$ cat src/rtl/iter_shift_reg_pkg.sv
// Package shift_pkg: shared definitions for the iterative shift unit.
//   - Op code constants. The low two bits keep the meaning of the older
//     load/shift/hold register's select input.
//   - FSM state encoding.
//   - A helper that says whether an op code is a rotate.
// Optional feature macro: ITER_SHIFT_ROTATE_EN enables the rotate ops.
package shift_pkg;

  localparam logic [2:0] OP_LOAD = 3'b000;
  localparam logic [2:0] OP_SHR  = 3'b001;
  localparam logic [2:0] OP_SHL  = 3'b010;
  localparam logic [2:0] OP_NOP  = 3'b011;
  localparam logic [2:0] OP_SAR  = 3'b100;
  localparam logic [2:0] OP_ROR  = 3'b101;
  localparam logic [2:0] OP_ROL  = 3'b110;

  typedef enum logic {
    ST_IDLE  = 1'b0,
    ST_SHIFT = 1'b1
  } state_t;

  function automatic logic is_rotate(input logic [2:0] op);
    return (op == OP_ROR) || (op == OP_ROL);
  endfunction

endpackage

$ cat src/rtl/iter_shift_reg_if.sv
// iter_shift_reg_if: command/result bundle between the CPU control unit
// (master) and the shift functional unit (slave).
//   Start    command strobe          Op       operation code
//   Amt      shift count (CW bits)   Data_in  parallel load value
//   Ser_in   serial fill bit         Q        result register
//   Carry_out last bit shifted out   Busy     shifting in progress
//   Done     one-cycle completion pulse
interface iter_shift_reg_if #(
  parameter int WIDTH = 8,
  parameter int CW    = $clog2(WIDTH + 1)
);

  logic             Start;
  logic [2:0]       Op;
  logic [CW-1:0]    Amt;
  logic [WIDTH-1:0] Data_in;
  logic             Ser_in;
  logic [WIDTH-1:0] Q;
  logic             Carry_out;
  logic             Busy;
  logic             Done;

  modport master (
    output Start, Op, Amt, Data_in, Ser_in,
    input  Q, Carry_out, Busy, Done
  );

  modport slave (
    input  Start, Op, Amt, Data_in, Ser_in,
    output Q, Carry_out, Busy, Done
  );

endinterface

$ cat src/rtl/iter_shift_reg_step.sv
// shift_step: combinational one-bit shift/rotate of a WIDTH-bit word.
//   q_i    current register value     op_i  operation code
//   ser_i  fill bit for SHR/SHL
//   q_o    value after one step       out_o bit that left the word
// Rotates exist only when ITER_SHIFT_ROTATE_EN is defined. Otherwise
// they fall to the default arm and are never built.
module shift_step
  import shift_pkg::*;
#(
  parameter int WIDTH = 8
) (
  input  logic [WIDTH-1:0] q_i,
  input  logic [2:0]       op_i,
  input  logic             ser_i,
  output logic [WIDTH-1:0] q_o,
  output logic             out_o
);

  always_comb begin
    q_o   = q_i;
    out_o = 1'b0;
    case (op_i)
      OP_SHR: begin
        q_o   = {ser_i, q_i[WIDTH-1:1]};
        out_o = q_i[0];
      end
      OP_SHL: begin
        q_o   = {q_i[WIDTH-2:0], ser_i};
        out_o = q_i[WIDTH-1];
      end
      OP_SAR: begin
        q_o   = {q_i[WIDTH-1], q_i[WIDTH-1:1]};
        out_o = q_i[0];
      end
`ifdef ITER_SHIFT_ROTATE_EN
      OP_ROR: begin
        q_o   = {q_i[0], q_i[WIDTH-1:1]};
        out_o = q_i[0];
      end
      OP_ROL: begin
        q_o   = {q_i[WIDTH-2:0], q_i[WIDTH-1]};
        out_o = q_i[WIDTH-1];
      end
`endif
      default: begin
        q_o   = q_i;
        out_o = 1'b0;
      end
    endcase
  end

endmodule

$ cat src/rtl/iter_shift_reg.sv
// iter_shift_reg: iterative shift functional unit with its own result
// register. One bit position is processed per clock. The unit talks to
// the control unit with a Start/Busy/Done handshake.
//   CLK  rising-edge clock
//   RST  asynchronous active-high reset
//   sif  slave side of iter_shift_reg_if (Start/Op/Amt/Data_in/Ser_in in,
//        Q/Carry_out/Busy/Done out)
// Optional feature macro: ITER_SHIFT_ROTATE_EN. When it is undefined,
// ROR/ROL behave as NOP.
module iter_shift_reg
  import shift_pkg::*;
#(
  parameter  int WIDTH = 8,
  localparam int CW    = $clog2(WIDTH + 1)
) (
  input  logic              CLK,
  input  logic              RST,
  iter_shift_reg_if.slave   sif
);

  localparam logic [CW-1:0] WIDTH_C = CW'(WIDTH);
  localparam logic [CW-1:0] ONE_C   = CW'(1);

  state_t           state_q, state_d;
  logic [CW-1:0]    count_q, count_d;
  logic [2:0]       op_q, op_d;
  logic [WIDTH-1:0] q_q, q_d;
  logic             carry_q, carry_d;
  logic             done_q, done_d;

  logic             shift_cmd;
  logic [CW-1:0]    amt_clamped;
  logic [WIDTH-1:0] step_q;
  logic             step_out;

  // Ser_in is taken live on every step. Op is the latched copy, so later
  // changes on the bus have no effect while shifting.
  shift_step #(.WIDTH(WIDTH)) u_step (
    .q_i   (q_q),
    .op_i  (op_q),
    .ser_i (sif.Ser_in),
    .q_o   (step_q),
    .out_o (step_out)
  );

  always_comb begin
    amt_clamped = (sif.Amt > WIDTH_C) ? WIDTH_C : sif.Amt;
  end

  always_comb begin
    shift_cmd = 1'b0;
    case (sif.Op)
      OP_SHR, OP_SHL, OP_SAR: shift_cmd = 1'b1;
`ifdef ITER_SHIFT_ROTATE_EN
      OP_ROR, OP_ROL:         shift_cmd = is_rotate(sif.Op);
`endif
      default:                shift_cmd = 1'b0;
    endcase
  end

  always_ff @(posedge CLK or posedge RST) begin
    if (RST) begin
      state_q <= ST_IDLE;
      count_q <= '0;
      op_q    <= OP_NOP;
      q_q     <= '0;
      carry_q <= 1'b0;
      done_q  <= 1'b0;
    end else begin
      state_q <= state_d;
      count_q <= count_d;
      op_q    <= op_d;
      q_q     <= q_d;
      carry_q <= carry_d;
      done_q  <= done_d;
    end
  end

  always_comb begin
    state_d = state_q;
    count_d = count_q;
    op_d    = op_q;
    q_d     = q_q;
    carry_d = carry_q;
    done_d  = 1'b0;
    unique case (state_q)
      ST_IDLE: begin
        if (sif.Start) begin
          if (sif.Op == OP_LOAD) begin
            q_d    = sif.Data_in;
            done_d = 1'b1;
          end else if (shift_cmd && (amt_clamped != '0)) begin
            state_d = ST_SHIFT;
            count_d = amt_clamped;
            op_d    = sif.Op;
          end else begin
            // NOP, disabled rotate, or zero shift count.
            done_d = 1'b1;
          end
        end
      end
      ST_SHIFT: begin
        q_d     = step_q;
        carry_d = step_out;
        count_d = count_q - ONE_C;
        if (count_q == ONE_C) begin
          state_d = ST_IDLE;
          done_d  = 1'b1;
        end
      end
      default: begin
        state_d = ST_IDLE;
      end
    endcase
  end

  always_comb begin
    sif.Q         = q_q;
    sif.Carry_out = carry_q;
    sif.Busy      = (state_q == ST_SHIFT);
    sif.Done      = done_q;
  end

endmodule

$ cat src/flat_wrapper.sv
// flat-port wrapper written by rule: the top's interface ports become plain ports
module iter_shift_reg_flat import shift_pkg::*;
#(
  parameter  int WIDTH = 8,
  localparam int CW    = $clog2(WIDTH + 1)
)
  (CLK, RST, sif_Start, sif_Op, sif_Amt, sif_Data_in, sif_Ser_in, sif_Q, sif_Carry_out, sif_Busy, sif_Done);
  iter_shift_reg_if #(.WIDTH(WIDTH)) sif_i ();
  input  logic CLK;
  input  logic RST;
  input wire logic [$bits(sif_i.Start)-1:0] sif_Start;
  input wire logic [$bits(sif_i.Op)-1:0] sif_Op;
  input wire logic [$bits(sif_i.Amt)-1:0] sif_Amt;
  input wire logic [$bits(sif_i.Data_in)-1:0] sif_Data_in;
  input wire logic [$bits(sif_i.Ser_in)-1:0] sif_Ser_in;
  output wire logic [$bits(sif_i.Q)-1:0] sif_Q;
  output wire logic [$bits(sif_i.Carry_out)-1:0] sif_Carry_out;
  output wire logic [$bits(sif_i.Busy)-1:0] sif_Busy;
  output wire logic [$bits(sif_i.Done)-1:0] sif_Done;
  assign sif_i.Start = sif_Start;
  assign sif_i.Op = sif_Op;
  assign sif_i.Amt = sif_Amt;
  assign sif_i.Data_in = sif_Data_in;
  assign sif_i.Ser_in = sif_Ser_in;
  assign sif_Q = sif_i.Q;
  assign sif_Carry_out = sif_i.Carry_out;
  assign sif_Busy = sif_i.Busy;
  assign sif_Done = sif_i.Done;
  iter_shift_reg #(.WIDTH(WIDTH)) u_core (.CLK(CLK), .RST(RST), .sif(sif_i));
endmodule
$ cat config.mk
export PLATFORM = sky130hd
export DESIGN_NAME = iter_shift_reg_flat
export DESIGN_NICKNAME = d
export VERILOG_FILES = /design/src/rtl/iter_shift_reg_pkg.sv /design/src/rtl/iter_shift_reg_if.sv /design/src/rtl/iter_shift_reg_step.sv /design/src/rtl/iter_shift_reg.sv /design/src/flat_wrapper.sv
export SDC_FILE = /design/constraint.sdc
export NUM_CORES = 1
export LEC_CHECK = 0
export ABC_CLOCK_PERIOD_IN_PS = 2900
export CORE_ASPECT_RATIO = 0.75
export CORE_MARGIN = 3
export CORE_UTILIZATION = 48
export CTS_CLUSTER_DIAMETER = 60
export DETAILED_ROUTE_END_ITERATION = 8
export PLACE_DENSITY = 0.85
export SETUP_SLACK_MARGIN = 0.15
export SYNTH_ARGS = -nofsm -noshare
export SYNTH_HDL_FRONTEND = slang
export SYNTH_SLANG_ARGS = --single-unit
$ cat constraint.sdc
create_clock -name CLK -period 2.9 [get_ports CLK]
set_input_delay 0.725 -clock CLK [delete_from_list [all_inputs] [get_ports CLK]]
set_output_delay 0.725 -clock CLK [all_outputs]
set_load 0.01 [all_outputs]
==> impl_metrics.toml, run 1 <==
[run_status]
outcome = "completed"

[final_layout]
n_antenna_cell = 0
layout.cells.non_filler = 179
nets = 169
layout_common_cells = "29 x clkdlybuf4s50_1, 16 x nor2_1, 16 x a21oi_1, 16 x dfrtp_1, 11 x mux2_2"
layout_commonest_cell = "clkdlybuf4s50_1"
fin_util_pct = 68.9
drive_above_1_share_pct = 15.6
fillCellCount = 166
areaGrowthSynthToFinish_pct = 29.2
design_area_um2 = 1460

[critical_path]
slowest_delay_ps = 620
slowest_stage = "dfrtp_1"
endpoint_kind = "output port"
critPathTopFamily = "flip-flops"
crit_required_ps = 2170
cp_cell_sequence = "clkdlybuf4s50_1"
cp_data_arrival_time_ps = 1530
path_max_fanout = 13
critPathBufInv = 1
setup.worst_path.class = "reg2out"
critPathLaunchType = "flip-flop"

[sta]
slew_headroom_pct = 55.2
finalSetupViolations = 0
fin_setup_tns_ps = 0
setup_slack_ps = 644
drv_slew = 0
worst_slew_pin_slew_ps = 667
skew_ps = 1.01
min_period_ps = 2260
period_share_pct = 77.8
timing.hold.ws_ps = 570
finalHoldViolations = 0
rsz0062_at_grt = "false"
max_freq_mhz = 443

[routing]
vias = 1020
met1Wirelength_um = 1160
top_layer = "met4"
via_per_inst = 5.70
postRouteAntennaNets = 0
routed_wirelength_um = 2560
post_drt_wl_per_cell_um = 14.3
drc_errors = 0
route.met3.wl_um = 151
drtIter0Drc = 31
wl_met2_um = 1220
firstDrtPassIters = 6

[power_and_ir_drop]
cellPowerDensity_nw_per_um2 = 1120
vdd.ir_drop.worst_v = 0.000633
p_leak_nw = 0.586
power_mw = 1.63

[worst_hold_path]
hp-class = "reg2reg"

[floorplan]
die_w_um = 62.0
dieArea_um2 = 2980
die_y_um = 48.0
initial_core_util_pct = 53.3
num_rows = 14
pin_count = 30
core_um2 = 2120

[clock_network]
cts_root_buf = "clkbuf_4"
clk_latency_ps = 290
path_clk_slew_ps = 100
cts_tree = "done"
htreeDepth = 1
cts_buffers = 3
cts.sinks = 18
cts_setup_buffers = 0
max-clock-path-buffers = 2
cts_resized = 0
cts_hold_buf = 0

[logic_synthesis]
synth-simple-area-share_pct = 19.6
synth_compound_area_share_pct = 17.5
avgSynthCellArea_um2 = 9.42
synth_fa_ha_area_share_pct = 2.21
yosysWarnings = 0
ys_ff_latch = 18
synthMuxAreaShare_pct = 11.8
synthXorXnorAreaFrac_pct = 3.88
synth_top_family_by_area = "simple AND/OR/NAND/NOR gates"
synth_area_um2 = 1130
synthCells = 120
synth_cell_type_count = 39
syn_nets = 141
ys_seq_area_share_pct = 40.1

[global_routing]
grt_start_max_net_pins = 19
grt_first_pass_wirelength_um = 4100
grt.total_usage_pct = 19.4
grt_pass1_vias = 908
overflow = 0
antenna_found_initial = 0

[placement]
gp_congestion = 0.768
place_ws_ps = 448
dpl.cell_count = 175
dpl.hpwl_um = 1970
portBuffers = 29
placed_cell_area_um2 = 1420

[job]
maxCapViolations = 0
-- flip-flops by register name, indices dropped and copies added (netlist names) --
signal                cells
u_core.sif.Carry_out      1
u_core.count_q            4
u_core.sif.Q              8
u_core.op_q               3
u_core.sif.Busy           1
u_core.sif.Done           1
-- power breakdown --
| part | switching, mW | internal (mW) | total (mW) |
|---|---|---|---|
| Sequential | 0.183 | 0.396 | 0.579 |
| Clock | 0.0768 | 0.0766 | 0.153 |
| Combinational | 0.389 | 0.510 | 0.899 |
| Total | 0.649 | 0.982 | 1.63 |
-- synth_stat cells --
| library cell | count | area share [%] |
|---|---|---|
| nor3_2 | 1 | 0.89 |
| nand2_1 | 8 | 2.7 |
| xor2_1 | 2 | 1.6 |
| buf_6 | 1 | 1.0 |
| a221o_1 | 3 | 2.7 |
| a21boi_0 | 1 | 0.66 |
| nor3b_2 | 1 | 1.1 |
| mux2i_1 | 1 | 0.89 |
| o21ai_0 | 5 | 2.2 |
| buf_4 | 1 | 0.66 |
| dfrtp_1 | 16 | 35 |
| nor3_1 | 2 | 0.89 |
| nor4_1 | 1 | 0.55 |
| clkbuf_1 | 2 | 0.66 |
| nor2b_1 | 1 | 0.55 |
| o32ai_1 | 1 | 0.78 |
| and2_1 | 1 | 0.55 |
| or4b_1 | 1 | 0.89 |
| clkbuf_2 | 1 | 0.44 |
| o21ai_1 | 1 | 0.44 |
| nand3_1 | 2 | 0.89 |
| nor3b_1 | 1 | 0.66 |
| ha_1 | 2 | 2.2 |
| o22ai_4 | 1 | 1.8 |
| a21oi_1 | 16 | 7.1 |
| nand4b_1 | 1 | 0.78 |
| xnor2_1 | 3 | 2.3 |
| and2_4 | 1 | 0.78 |
| a31oi_1 | 2 | 1.1 |
| or3b_1 | 1 | 0.78 |
| nor2_1 | 16 | 5.3 |
| inv_2 | 1 | 0.33 |
| buf_2 | 1 | 0.44 |
| dfstp_2 | 2 | 4.7 |
| inv_1 | 4 | 1.3 |
| mux2_2 | 11 | 11 |
| or3_4 | 1 | 1.0 |
| o221ai_1 | 1 | 0.78 |
| nand3b_1 | 2 | 1.3 |
-- worst reg2reg max path, delay by kind of cell, from the launching register on --
family	cells	cell delay, ps
buffers and inverters	1	330
and+or+nand+nor	1	270
AOI/OAI and AO/OA	1	360
muxes	1	380
DFF	1	550
-- layout make-up --
class | instances | area (um2) | area share (%)
clock buffers | 4 | 36.3 | 2.49
inverters | 5 | 18.8 | 1.29
multi-input cells | 91 | 622 | 42.6
flip-flops and latches | 18 | 453 | 31.0
well taps | 32 | 40.0 | 2.74
repair buffers | 29 | 290 | 19.9
-- final timing paths --
path                                                  start  cells after the start                          endpoint  slack, ps
max reg2reg                       u_core.sif.Busy$_DFF_PP0_                      4       u_core.sif.Q[1]$_DFFE_PP0P_        920
min                        u_core.sif.Carry_out$_DFFE_PP0P_                      2  u_core.sif.Carry_out$_DFFE_PP0P_        570
max                               u_core.sif.Busy$_DFF_PP0_                      1                          sif_Busy        640
max in group asynchronous                               RST                      2       u_core.sif.Q[1]$_DFFE_PP0P_       1670
min reg2reg                u_core.sif.Carry_out$_DFFE_PP0P_                      2  u_core.sif.Carry_out$_DFFE_PP0P_        570
min in group asynchronous                               RST                      2         u_core.sif.Busy$_DFF_PP0_        810
-- routing by layer --
layer	GRT usage, %	vias up
li1	-	488
met1	26.4	491
met2	29.8	37
met3	5.66	4
met4	6.36	0
met5	0	-
-- cells by family (layout without fill, tap and decap cells) --
kind of cell               count (synthesis)  in the layout
adders and majority gates                  2              2
DFF                                       18             18
xor gates and xnor gates                   5              5
buffers and inverters                     11             38
muxes                                     12             12
AOI/OAI and AO/OA                         31             31
and+or+nand+nor                           41             41
Power figures use the tool's default switching activity.
==> inputs of run 2 (changes only) <==
--- a/config.mk
+++ b/config.mk
@@ -5,13 +5,13 @@
 export SDC_FILE = /design/constraint.sdc
 export NUM_CORES = 1
 export LEC_CHECK = 0
-export ABC_CLOCK_PERIOD_IN_PS = 2900
+export ABC_CLOCK_PERIOD_IN_PS = 2300
 export CORE_ASPECT_RATIO = 0.75
 export CORE_MARGIN = 3
-export CORE_UTILIZATION = 48
+export CORE_UTILIZATION = 47
 export CTS_CLUSTER_DIAMETER = 60
 export DETAILED_ROUTE_END_ITERATION = 8
-export PLACE_DENSITY = 0.85
+export PLACE_DENSITY = 0.84
 export SETUP_SLACK_MARGIN = 0.15
 export SYNTH_ARGS = -nofsm -noshare
 export SYNTH_HDL_FRONTEND = slang
==> constraint.sdc (replaced) <==
create_clock -name CLK -period 2.3 [get_ports CLK]
set_input_delay 0.575 -clock CLK [delete_from_list [all_inputs] [get_ports CLK]]
set_output_delay 0.575 -clock CLK [all_outputs]
set_load 0.01 [all_outputs]
==> run 2 against run 1 <==
  * Via count decreased by 1.1%
  * First-iteration DRC count increased by 84%
  * Total power increased by 28%
  * Core utilization increased by 0.90 points
  * Sequential power increased by 27%
==> impl_metrics.toml, run 2 (synthesis gave the netlist of run 1 again) <==
[sta]
skew_ps = 3.28
drv_slew = 0
min_period_ps = 2030
period_share_pct = 88.3
worst_slew_pin_slew_ps = 661
max_freq_mhz = 492
rsz0062_at_grt = "false"
slew_headroom_pct = 55.9
finalSetupViolations = 0
fin_setup_tns_ps = 0
finalHoldViolations = 0

[clock_network]
htreeDepth = 1
cts_root_buf = "clkbuf_4"
clk_latency_ps = 290
cts.sinks = 18
cts_hold_buf = 0
cts_buffers = 3
cts_tree = "done"
path_clk_slew_ps = 100
max-clock-path-buffers = 2

[power_and_ir_drop]
power_mw = 2.09
cellPowerDensity_nw_per_um2 = 1400
p_leak_nw = 0.605
vdd.ir_drop.worst_v = 0.000724

[placement]
dpl.cell_count = 179
placed_cell_area_um2 = 1450
dpl.hpwl_um = 2070
gp_congestion = 0.746
portBuffers = 29

[critical_path]
startpoint = "sif_Op[1]"
crit_required_ps = 2480
path_max_fanout = 7
critPathLaunchType = "input port"
setup.worst_path.class = "in2reg"
endpoint_kind = "flip-flop"
cp_data_arrival_time_ps = 2210
timing.rr.start = "u_core.op_q[1]$_DFFE_PP1P_"

[routing]
vias = 1009
routed_wirelength_um = 2690
firstDrtPassIters = 4
drtIter0Drc = 57
via_per_inst = 5.51
post_drt_wl_per_cell_um = 14.7
postRouteAntennaNets = 0
drc_errors = 0

[worst_hold_path]
hp-class = "reg2reg"
min_from = "u_core.count_q[3]$_DFFE_PP0P_"

[global_routing]
overflow = 0
grt-busiest-layer = "met2"
met1_usage_pct = 23.1
grt_start_max_net_pins = 19
globalRouteMet2Util_pct = 30.3
antenna_found_initial = 0
use_met3_pct = 5.32
grt_first_pass_wirelength_um = 4420
grt.total_usage_pct = 18.2
grt_pass1_vias = 982

[final_layout]
largest_reg_flops = 8
nets = 173
areaGrowthSynthToFinish_pct = 32.0
layout_commonest_cell = "clkdlybuf4s50_1"
layout.cells.non_filler = 183
fillCellCount = 167
layout_common_cells = "29 x clkdlybuf4s50_1, 16 x nor2_1, 16 x a21oi_1, 15 x dfrtp_1, 11 x mux2_2"
drive_above_1_share_pct = 18.5
design_area_um2 = 1490
n_antenna_cell = 0

[floorplan]
die_w_um = 62.6
die_y_um = 48.5
initial_core_util_pct = 52.9
pin_count = 30
dieArea_um2 = 3030
num_rows = 14
core_um2 = 2140

[run_status]
outcome = "completed"

[job]
maxCapViolations = 0
## run 2: changes by cell type in the layout (fill, tap and decap cells not counted)
cell / previous run / this run
dfrtp_2: 0 / 1
dfrtp_1: 16 / 15
buf_4: 0 / 4
## run 2: worst paths after layout
path	end	slack, ps	cells after the start
worst max-delay path	u_core.sif.Q[6]$_DFFE_PP0P_	270	4
worst min-delay path	u_core.count_q[3]$_DFFE_PP0P_	570	1
worst max register to register	u_core.sif.Q[6]$_DFFE_PP0P_	580	4
worst min register to register	u_core.count_q[3]$_DFFE_PP0P_	570	1
max in group asynchronous	u_core.sif.Busy$_DFF_PP0_	1160	2
min in group asynchronous	u_core.sif.Q[0]$_DFFE_PP0P_	680	2
## run 2: cell type report
type	count	area (um2)	share of cell area, %
Multi-Input combinational cell	91	622	41.7
Sequential cell	18	454	30.5
Tap cell	32	40.0	2.68
Inverter	5	18.8	1.26
Timing Repair Buffer	33	320	21.5
Clock buffer	4	36.3	2.43
## run 2: repair_timing
item                       in CTS  in global routing
buffers inserted                0                  0
setup endpoints to repair       0                  1
resized for setup               0                  1
## run 2: worst max-delay path: stages
cell,delay (ps)
clkdlybuf4s50_1,500
or3_4,430
o22ai_4,320
mux2_2,390
## run 2: metrics by stage
| stage | worst slack, ps | hold WS [ps] | utilization (%) |
|---|---|---|---|
| after floorplan | 619 | 504 | - |
| after global placement | 53.3 | 514 | 68.0 |
| after detailed placement | -31.4 | 545 | 68.0 |
| after CTS | 165 | 566 | 69.7 |
| after global routing | 218 | 581 | 69.8 |
| final | 268 | 570 | 69.8 |
## run 2: per-layer routing
metal,vias up,routed length (um)
met5,-,0
met4,0,17
met3,2,156
met2,34,1320
met1,482,1190
li1,491,-
## run 2: power breakdown
part	switching, mW	total [mW]	internal (mW)
Combinational	0.508	1.16	0.656
Sequential	0.235	0.736	0.501
Clock	0.0961	0.193	0.0965
==> inputs of run 3 (changes only) <==
--- a/config.mk
+++ b/config.mk
@@ -11,7 +11,7 @@
 export CORE_UTILIZATION = 47
 export CTS_CLUSTER_DIAMETER = 60
 export DETAILED_ROUTE_END_ITERATION = 8
-export PLACE_DENSITY = 0.84
+export PLACE_DENSITY = 0.78
 export SETUP_SLACK_MARGIN = 0.15
 export SYNTH_ARGS = -nofsm -noshare
 export SYNTH_HDL_FRONTEND = slang
==> run 3 against run 2 <==
  * Non-clock buffer count is the same
  * Register-to-register slack barely moved
  * Maximum frequency increased by 1.8%
  * First-iteration DRC count down 1.8%
  * Cell count stayed put
  * Count of clock-buffer cells in the layout unchanged
  * Global-route usage shrank 0.28 points
  * Sequential share of layout area is the same
  * Total power is 0.37% lower
  * Highest routed layer unchanged
==> impl_metrics.toml, run 3 (synthesis gave the netlist of run 1 again) <==
[floorplan]
die_y_um = 48.5
core_um2 = 2140
die_w_um = 62.6
pin_count = 30
initial_core_util_pct = 52.9
num_rows = 14
dieArea_um2 = 3030

[routing]
drc_errors = 0
via_per_inst = 5.45
drtIter0Drc = 56
firstDrtPassIters = 4
post_drt_wl_per_cell_um = 14.4
vias = 998
postRouteAntennaNets = 0
routed_wirelength_um = 2640

[final_layout]
areaGrowthSynthToFinish_pct = 32.0
nets = 173
drive_above_1_share_pct = 18.5
layout.cells.non_filler = 183
design_area_um2 = 1490
regArea_um2 = 454
layout_commonest_cell = "clkdlybuf4s50_1"
n_antenna_cell = 0
fillCellCount = 183
largest_reg_flops = 8
layout_common_cells = "29 x clkdlybuf4s50_1, 16 x nor2_1, 16 x a21oi_1, 15 x dfrtp_1, 11 x mux2_2"
multi_input_area_um2 = 622

[global_routing]
grt_first_pass_wirelength_um = 4400
grt_start_max_net_pins = 19
grt_pass1_vias = 920
overflow = 0
antenna_found_initial = 0
grt.total_usage_pct = 17.9

[sta]
period_share_pct = 86.8
rsz0062_at_grt = "false"
drv_slew = 0
finalSetupViolations = 0
fin_setup_tns_ps = 0
slew_headroom_pct = 56.0
finalHoldViolations = 0
min_period_ps = 2000
skew_ps = 1.51
worst_slew_pin_slew_ps = 660
max_freq_mhz = 501

[clock_network]
path_clk_slew_ps = 100
cts.sinks = 18
htreeDepth = 1
cts_buffers = 3
max-clock-path-buffers = 2
cts_root_buf = "clkbuf_4"
cts_tree = "done"
clk_latency_ps = 290

[worst_hold_path]
hp-class = "reg2reg"

[power_and_ir_drop]
p_leak_nw = 0.605
power_mw = 2.08
vdd.ir_drop.worst_v = 0.000794
cellPowerDensity_nw_per_um2 = 1400

[critical_path]
critPathLaunchType = "input port"
setup.worst_path.class = "in2reg"
path_max_fanout = 7
endpoint_kind = "flip-flop"
cp_data_arrival_time_ps = 2180
crit_required_ps = 2480
rrSetupSlack_ps = 590

[placement]
portBuffers = 29
gp_congestion = 0.865
placed_cell_area_um2 = 1450
dpl.hpwl_um = 2000
dpl.cell_count = 179

[job]
maxCapViolations = 0

[run_status]
outcome = "completed"
==> run 3: worst paths after layout <==
| path | startpoint | endpoint | cells after the start |
|---|---|---|---|
| min in group asynchronous | RST | u_core.count_q[2]$_DFFE_PP0P_ | 2 |
| max in group asynchronous | RST | u_core.sif.Busy$_DFF_PP0_ | 2 |
| setup / recovery | sif_Op[1] | u_core.sif.Q[1]$_DFFE_PP0P_ | 4 |
| hold / removal | u_core.sif.Carry_out$_DFFE_PP0P_ | u_core.sif.Carry_out$_DFFE_PP0P_ | 2 |
| setup reg to reg | u_core.op_q[1]$_DFFE_PP1P_ | u_core.sif.Q[1]$_DFFE_PP0P_ | 4 |
| hold reg to reg | u_core.sif.Carry_out$_DFFE_PP0P_ | u_core.sif.Carry_out$_DFFE_PP0P_ | 2 |
==> run 3: layout make-up <==
| cell class | instances | area share [%] |
|---|---|---|
| inverters | 5 | 1.26 |
| repair buffers | 33 | 21.5 |
| well taps | 32 | 2.68 |
| multi-input cells | 91 | 41.7 |
| flip-flops and latches | 18 | 30.5 |
| clock buffers | 4 | 2.43 |
==> run 3: routing by layer <==
layer / share of wire (%) / global-route usage (%)
met1: 47 / 25.7
met2: 45 / 26.0
met3: 6.9 / 5.32
met4: 1.2 / 5.49
met5: 0 / 0
==> run 3: critical path, cell delays in order <==
cell             delay [ps]
clkdlybuf4s50_1         490
or3_4                   430
o22ai_4                 300
mux2_2                  390
==> run 3: per-stage QoR <==
stage	utilization (%)	hold slack (ps)	worst slack [ps]
after floorplan	-	504	619
after global placement	68.0	513	52.8
after CTS	69.8	542	294
after global routing	69.8	600	243
after detailed placement	68.0	519	6.00
final	69.8	549	305
==> run 3: timing repair <==
item,4_1_cts,5_1_grt
hold buffers,0,0
setup buffers,0,0
resized for setup,1,0
setup endpoints to repair,1,0
==> run 3: report_power, final <==
| part | switching (mW) | internal [mW] | leakage (nW) |
|---|---|---|---|
| Sequential | 0.237 | 0.501 | 0.208 |
| Clock | 0.0939 | 0.0965 | 0.0210 |
| Combinational | 0.499 | 0.656 | 0.376 |
| Total | 0.830 | 1.25 | 0.605 |
